### src/rtl/calc_req_driver.sv
// calc_req_driver
//   Accepts one request at a time, drives its operands and opcode to a
//   fixed-latency calculator, samples the calculator result CALC_LATENCY
//   edges after the accept, and holds it as a response until the consumer
//   takes it.
//
// Parameters
//   CALC_LATENCY  edges from operand update to a valid result (1..15)
//   TAG_W         width of the per-transaction sequence tag
//
// Ports
//   clk, reset_high              clock, async active-high reset
//   req_valid/req_ready          request handshake
//   req_a, req_b, req_opcode     request payload
//   A, B, opcode                 operands/opcode driven to the calculator
//   result                       calculator result (33 bits)
//   rsp_valid/rsp_ready          response handshake
//   rsp_result, rsp_opcode,
//   rsp_tag                      response payload
//   busy                         FSM is not idle
//   stat_txn_cnt                 (only with CALC_DRV_STATS_EN) saturating
//                                count of response handshakes
//
// Optional feature macro: CALC_DRV_STATS_EN
module calc_req_driver #(
  parameter int CALC_LATENCY = 1,
  parameter int TAG_W        = 8
) (
  input  logic             clk,
  input  logic             reset_high,
  input  logic             req_valid,
  output logic             req_ready,
  input  logic [31:0]      req_a,
  input  logic [31:0]      req_b,
  input  logic [2:0]       req_opcode,
  output logic [31:0]      A,
  output logic [31:0]      B,
  output logic [2:0]       opcode,
  input  logic [32:0]      result,
  output logic             rsp_valid,
  input  logic             rsp_ready,
  output logic [32:0]      rsp_result,
  output logic [2:0]       rsp_opcode,
  output logic [TAG_W-1:0] rsp_tag,
  output logic             busy
`ifdef CALC_DRV_STATS_EN
  ,
  output logic [15:0]      stat_txn_cnt
`endif
);

  if (CALC_LATENCY < 1 || CALC_LATENCY > 15) begin : g_lat_chk
    $error("calc_req_driver: CALC_LATENCY must be 1..15");
  end

  localparam logic [3:0] LAT = 4'(CALC_LATENCY);

  typedef enum logic [1:0] {
    ST_IDLE = 2'd0,
    ST_WAIT = 2'd1,
    ST_RESP = 2'd2
  } state_t;

  state_t           state, state_nxt;
  logic [3:0]       lat_cnt;
  logic [TAG_W-1:0] tag_cnt;   // next tag to hand out
  logic [TAG_W-1:0] txn_tag;   // tag of the in-flight transaction

  logic accept, capture, rsp_hs;

  assign req_ready = (state == ST_IDLE);
  assign busy      = (state != ST_IDLE);
  assign accept    = req_valid && (state == ST_IDLE);
  assign capture   = (state == ST_WAIT) && (lat_cnt == 4'd1);
  assign rsp_hs    = (state == ST_RESP) && rsp_valid && rsp_ready;

  always_ff @(posedge clk or posedge reset_high) begin
    if (reset_high) state <= ST_IDLE;
    else            state <= state_nxt;
  end

  always_comb begin
    state_nxt = state;
    case (state)
      ST_IDLE: if (accept)  state_nxt = ST_WAIT;
      ST_WAIT: if (capture) state_nxt = ST_RESP;
      ST_RESP: if (rsp_hs)  state_nxt = ST_IDLE;
      default:              state_nxt = ST_IDLE;
    endcase
  end

  always_ff @(posedge clk or posedge reset_high) begin
    if (reset_high) begin
      A          <= '0;
      B          <= '0;
      opcode     <= '0;
      lat_cnt    <= '0;
      tag_cnt    <= '0;
      txn_tag    <= '0;
      rsp_valid  <= 1'b0;
      rsp_result <= '0;
      rsp_opcode <= '0;
      rsp_tag    <= '0;
    end else begin
      if (accept) begin
        A       <= req_a;
        B       <= req_b;
        opcode  <= req_opcode;
        lat_cnt <= LAT;
        txn_tag <= tag_cnt;
        tag_cnt <= tag_cnt + TAG_W'(1);   // wraps naturally at 2^TAG_W
      end else if (state == ST_WAIT) begin
        lat_cnt <= lat_cnt - 4'd1;
      end
      // Sample on the CALC_LATENCY-th edge after accept.
      if (capture) begin
        rsp_result <= result;
        rsp_opcode <= opcode;
        rsp_tag    <= txn_tag;
        rsp_valid  <= 1'b1;
      end else if (rsp_hs) begin
        rsp_valid  <= 1'b0;
      end
    end
  end

`ifdef CALC_DRV_STATS_EN
  always_ff @(posedge clk or posedge reset_high) begin
    if (reset_high)                           stat_txn_cnt <= '0;
    else if (rsp_hs && stat_txn_cnt != 16'hFFFF) stat_txn_cnt <= stat_txn_cnt + 16'd1;
  end
`endif

endmodule

### config.mk
export PLATFORM = sky130hd
export DESIGN_NAME = calc_req_driver
export DESIGN_NICKNAME = d
export VERILOG_FILES = /design/src/rtl/calc_req_driver.sv
export SDC_FILE = /design/constraint.sdc
export NUM_CORES = 1
export LEC_CHECK = 0
export BUFFER_PORTS_ARGS = -buffer_cell sky130_fd_sc_hd__buf_2
export CORE_MARGIN = 10
export CORE_UTILIZATION = 52
export DETAILED_ROUTE_END_ITERATION = 7
export MAX_ROUTING_LAYER = met4
export PLACE_DENSITY = 0.89
export SLEW_MARGIN = 5
export SYNTH_ARGS = -nofsm -noshare
export SYNTH_HDL_FRONTEND = slang
export SYNTH_SLANG_ARGS = --single-unit
### constraint.sdc
create_clock -name clk -period 7.2 [get_ports clk]
set_clock_uncertainty 0.1 [all_clocks]
set_input_delay 0.36 -clock clk [delete_from_list [all_inputs] [get_ports clk]]
set_output_delay 0.36 -clock clk [all_outputs]
set_load 0.05 [all_outputs]
==> results of run 1 <==
## worst max path at each step
stage | startpoint | to | slack [ns] | cells after the start
after floorplan | reset_high | A[0] | 3.16 | 1
after global placement | lat_cnt[0] | rsp_tag[4] | 5.22 | 4
after detailed placement | lat_cnt[0] | rsp_tag[4] | 5.13 | 4
after CTS | lat_cnt[0] | rsp_tag[4] | 5.12 | 4
after global routing | reset_high | txn_tag[0] | 4.88 | 4
final | lat_cnt[0] | rsp_tag[2] | 5.07 | 4
## layer usage
layer	track usage	wire length, um
met1	0.2823	7008
met2	0.4296	9433
met3	0.08097	1444
met4	0.1110	584
met5	-	0
## area by class of cell
class / instances / area (um^2) / area share
Clock inverter: 13 / 148.9 / 0.01853
Inverter: 4 / 17.52 / 0.002180
Tap cell: 133 / 166.4 / 0.02071
Timing Repair Buffer: 319 / 2100 / 0.2612
Antenna cell: 4 / 10.01 / 0.001246
Clock buffer: 19 / 421.7 / 0.05247
Sequential cell: 134 / 3353 / 0.4173
Multi-Input combinational cell: 162 / 1819 / 0.2264
## stage by stage
stage,instance area (um^2),instances
3_3_place_gp,6465,653
4_1_cts,8016,783
5_1_grt,8029,785
2_1_floorplan,5341,314
3_5_place_dp,6465,653
6_report,8036,788
## state kept, by name, summed over array words and instances, names as in the netlist
name,flops
A,32
B,32
lat_cnt,4
opcode,3
rsp_opcode,3
rsp_result,33
rsp_tag,8
rsp_valid,1
state,2
tag_cnt,8
txn_tag,8
## worst register-to-register path, stage by stage, from the launching register on
cell,delay (ns)
dfrtp_1,0.42
ha_1,0.23
nor3b_4,0.16
nand2b_4,0.63
mux2_2,0.48
## layout by cell type (no fill, tap or decap), types with 3 or more instances in the layout
cell type / synthesis / layout
dlygate4sd3_1: 0 / 99
clkbuf_16: 0 / 16
clkinv_4: 0 / 4
mux2_4: 38 / 38
ha_1: 3 / 3
diode_2: 0 / 4
inv_6: 0 / 3
mux2_2: 82 / 82
nand4_1: 4 / 4
clkinvlp_4: 0 / 3
inv_1: 4 / 3
nand2_1: 7 / 7
buf_2: 3 / 217
xnor2_1: 6 / 6
dfrtp_1: 134 / 134
buf_4: 6 / 3
## power breakdown
| part | total, mW | internal [mW] | leakage, nW | switching (mW) |
|---|---|---|---|---|
| registers | 1.38 | 1.12 | 1.60 | 0.267 |
| clock network | 0.847 | 0.498 | 0.269 | 0.349 |
| logic | 2.42 | 0.759 | 2.12 | 1.66 |
| total | 4.65 | 2.37 | 3.99 | 2.28 |
## cell families (layout without fill, tap and decap cells)
logic type,after synthesis,after routing,share of synthesized area
and+or+nand+nor,25,25,0.03162
DFF,134,134,0.6278
adders and majority gates,3,3,0.007028
AOI/OAI and AO/OA,5,5,0.005856
buffers and inverters,18,355,0.03279
xor gates and xnor gates,7,7,0.01148
other,0,4,0
muxes,122,122,0.2834
## what timing repair did
| item | CTS | global route |
|---|---|---|
| hold buffers | 98 | 1 |
| endpoints found under the setup margin | 0 | 0 |
| gates resized for setup | 0 | 0 |
| endpoints found under the hold margin | 169 | 1 |
==> results.yml, run 1 <==
yosys:
  synth_nets: 421
  synth_top_cell_area_share: 0.6278
  ys_warn_count: 0
  yosys-top-cells-area: "dfrtp_1, mux2_2, mux2_4, buf_12, xnor2_1"
  ys.flop_type: "dfrtp_1"
  synth_top_area_cell: "dfrtp_1"
  netlist_area_mm2: 0.005341
  synthCells: 314
  synth_edf_count: 0
  ys_ff_latch: 134
  synth.most_common_cell: "dfrtp_1"
  synth-async-reset-ratio: 1.000
  synthTopCellsByCount: "dfrtp_1, mux2_2, mux2_4, nand2_1"
  ys_seq_area_frac: 0.6278
  syn_avg_cell_area_um2: 17.01
  synthDistinctLibCells: 29
timing:
  timing.final.ws_setup_ns: 5.069
  worst_pin_slew_ns: 0.8840
  max_freq_mhz: 469.2
  hold_viol: 0
  min_period_ns: 2.131
  rsz0062_at_grt: "false"
  setup_viol: 0
  maxSlewViolCount: 0
  period_share: 0.2960
  maxSlewHeadroom: 0.4107
  fin_hold_ws_ns: 0.03527
  finalSetupTns_ns: 0
cts:
  cts_tree: "yes"
  clkLatencyLatePin_ns: 0.51
  cts_max_path_buffers: 2
  root_buffer: "clkbuf_8"
  clk_pin_slew_ns: 0.07
  cts_setup_buffers: 0
  htreeDepth: 4
  cts_num_sinks: 134
  numCtsBuffers: 17
floorplanning:
  initial_core_util: 0.5390
  die_area_mm2: 0.01473
  die_w_um: 121.4
  io_pins: 218
  std_cell_rows: 36
  die_h_um: 121.4
  fp.coreArea_mm2: 0.009910
route:
  vias: 4097
  ant_nets: 0
  finalWirelength_um: 18470
  dr.pass1.iters: 4
  drt-initial-drc-count: 295
  wire_per_inst_um: 23.44
  via_per_inst: 5.199
  drcViolationCount: 0
placed_design:
  hpwl_um: 10000
  portBuffers: 217
  pre_cts_ws_ns: 5.126
  gp_congestion: 0.8530
grt:
  grt_max_degree: 74
  grt_antenna_before_repair: 1
  grt_overflow: 0
  grt_pass1_vias: 4767
  grt_pass1_wl_um: 28480
  groute.usage.overall: 0.2593
finish:
  nFillCells: 474
  nets: 745
  area_growth_pct: 50.46
  drive_above_1_share: 0.5760
  final_util: 0.8110
pwr:
  power.density_mw_per_mm2: 579.0
  total_power_mw: 4.653
  worst_ir_drop_vdd_mv: 0.4226
  p_leak_nw: 3.990
worst_setup_path:
  r2r_slack_ns: 5.07
  cp-end-kind: "flip-flop"
  ff2ff_path_depth: 4
  slowest_delay_ns: 0.63
  r2r-end: "rsp_tag[2]"
  critPathTopFamily: "simple AND/OR/NAND/NOR gates"
  cp.required_ns: 7.49
  worst-path-buf-inv: 0
  path_max_fanout: 46
  worstSetupStartpointType: "flip-flop"
  critPathKind: "reg -> reg"
  crit_chain: "ha_1 -> nor3b_4 -> nand2b_4 -> mux2_2"
  worstReg2RegStart: "lat_cnt[0]"
  critPathSlowestCell: "nand2b_4"
  critPathArrivalTime_ns: 2.43
outcome:
  outcome: "finished clean"
worst_hold_path:
  min_to: "A[10]"
  hp-class: "in -> reg"
  worstHoldStart: "req_a[10]"
  worstHoldPathCells: 2
run:
  drv_cap: 0
Power figures use the tool's default switching activity.
==> inputs of run 2 (changes only) <==
- ABC_AREA: default -> 1
- CORE_UTILIZATION: 52 -> 48
- PLACE_DENSITY: 0.89 -> 0.83
- clock period: 7.2 -> 2.18 ns (I/O delays scaled with it)
==> results.yml, run 2 <==
grt:
  grt-busiest-layer: "met2"
  grt_antenna_before_repair: 0
  grt_max_degree: 65
  use_met1: 0.2516
  grt_overflow: 0
  grt_use_met3: 0.06622
  grt_pass1_vias: 5348
  grt_pass1_wl_um: 27110
  met2_usage: 0.3414
  groute.usage.overall: 0.2128
route:
  wire_per_inst_um: 15.83
  finalWirelength_um: 16750
  dr.pass1.iters: 5
  drcViolationCount: 0
  ant_nets: 0
  drt-initial-drc-count: 309
  via_per_inst: 4.712
  vias: 4985
finish:
  nets: 1012
  area_growth_pct: 52.71
  drive_above_1_share: 0.3388
  largest_reg_flops: 33
  largestRegisters: "rsp_result (33), A (32), B (32)"
  top_register: "rsp_result"
  final_common_cell: "nand2_1"
  final_util: 0.7611
  final_area_mm2: 0.008359
  final_cells: 1058
  nFillCells: 677
  insertedDiodeCount: 0
  final_cell_mix: "nand2_1, buf_2, dfrtp_1"
cts:
  clkLatencyLatePin_ns: 0.40
  cts_num_sinks: 134
  ctsResizeCount: 0
  cts_tree: "yes"
  htreeDepth: 4
  root_buffer: "clkbuf_16"
  numCtsBuffers: 17
  cts_setup_buffers: 0
  cts_max_path_buffers: 2
  clk_pin_slew_ns: 0.06
timing:
  finalSetupTns_ns: 0
  fin_hold_ws_ns: 0.2057
  setup_viol: 0
  maxSlewViolCount: 0
  period_share: 0.7674
  rsz0062_at_grt: "false"
  min_period_ns: 1.673
  timing.final.ws_setup_ns: 0.5071
  maxSlewHeadroom: 0.6198
  max_freq_mhz: 597.8
  worst_pin_slew_ns: 0.5691
  hold_viol: 0
pwr:
  power.density_mw_per_mm2: 1739
  p_sw_mw: 7.251
  total_power_mw: 14.54
  switching_share: 0.4988
  power_frac_seq: 0.292
  p_int_mw: 7.286
  clock_power_share: 0.206
  p_leak_nw: 4.621
  pwr-share-comb: 0.502
  worst_ir_drop_vdd_mv: 1.363
worst_setup_path:
  worstReg2RegStart: "state[0]"
  cp-end-kind: "flip-flop"
  startpoint: "state[0]"
  worstSetupStartpointType: "flip-flop"
  path_max_fanout: 21
  cp.required_ns: 2.37
  critPathArrivalTime_ns: 1.86
  critPathKind: "reg -> reg"
outcome:
  outcome: "finished clean"
placed_design:
  hpwl_um: 10550
  placed_area_mm2: 0.006696
  pre_cts_ws_ns: 0.5271
  gp_congestion: 0.7793
  placed_cells: 923
  portBuffers: 217
yosys:
  ys_ff_latch: 134
  netlist_area_mm2: 0.005474
  synth_top_area_cell: "dfrtp_1"
  synthDistinctLibCells: 20
  ys_seq_area_frac: 0.6126
  syn_avg_cell_area_um2: 9.438
  synth_edf_count: 0
  synthCells: 580
  synthTopCellsByCount: "nand2_1, dfrtp_1, inv_1, o21ai_2, o21ai_0"
  synth_nets: 687
  ys_warn_count: 0
  yosys-top-cells-area: "dfrtp_1, nand2_1, o21ai_2, inv_1, buf_6"
  synth-async-reset-ratio: 1.000
  synth.most_common_cell: "nand2_1"
  ys.flop_type: "dfrtp_1"
  synth_top_cell_area_share: 0.6126
floorplanning:
  io_pins: 218
  std_cell_rows: 38
  die_h_um: 126.8
  die_area_mm2: 0.01608
  die_w_um: 126.8
  fp.coreArea_mm2: 0.01098
  initial_core_util: 0.4984
run:
  drv_cap: 0
worst_hold_path:
  hp-class: "in -> async"
==> run 2: final timing paths <==
path	end	slack [ns]	cells past startpoint
worst max-delay path	rsp_result[15]	0.51	6
worst min-delay path	A[23]	0.21	3
worst max register to register	rsp_result[15]	0.51	6
worst min register to register	B[29]	0.37	2
max in group asynchronous	tag_cnt[0]	1.07	4
min in group clk	B[2]	0.34	4
==> run 2: logic make-up (layout without fill, tap and decap cells) <==
family                     Yosys count  count (layout)  share of synthesized area
AOI/OAI and AO/OA                   62              62                    0.08731
xor gates and xnor gates             2               2                   0.003201
adders and majority gates            3               3                   0.006858
buffers and inverters               86             424                    0.07908
DFF                                134             134                     0.6126
and+or+nand+nor                    293             293                     0.2110
==> run 2: final cells by class <==
cell class	instances	area, um^2	share of cell area
inverter	60	229.0	0.02739
multi-input combinational	360	1688	0.2019
clock buffer	19	452.9	0.05418
timing repair buffer	332	2282	0.2730
clock inverter	13	178.9	0.02140
sequential	134	3353	0.4011
tap	140	175.2	0.02095
==> run 2: repair_timing <==
| item | 4_1_cts | 5_1_grt |
|---|---|---|
| hold buffers | 103 | 0 |
| setup endpoints to repair | 0 | 0 |
| endpoints found under the hold margin | 126 | 0 |
==> run 2: per-layer routing <==
metal / wire, um / vias up
met5: 0 / -
met4: 278 / 0
met3: 1483 / 27
met2: 8063 / 237
met1: 6924 / 2314
li1: - / 2407
==> run 2: power by group through the flow <==
| stage | registers, mW | clock network, mW | logic, mW |
|---|---|---|---|
| 3_3_place_gp | 4.19 | 0 | 6.98 |
| 2_1_floorplan | 7.55 | 0 | 2.09 |
| 5_1_grt | 4.37 | 3.18 | 7.77 |
| 4_1_cts | 4.21 | 3.06 | 7.26 |
| 6_report | 4.24 | 3.00 | 7.30 |
| 3_5_place_dp | 4.21 | 0 | 7.13 |
==> run 2: worst max-delay path: stages (launching register included) <==
cell and delay, ns:
dfrtp_1 0.39, inv_1 0.11, nor2_4 0.17, nand3_4 0.29, buf_4 0.31, nand2_1 0.12, o21ai_2 0.07
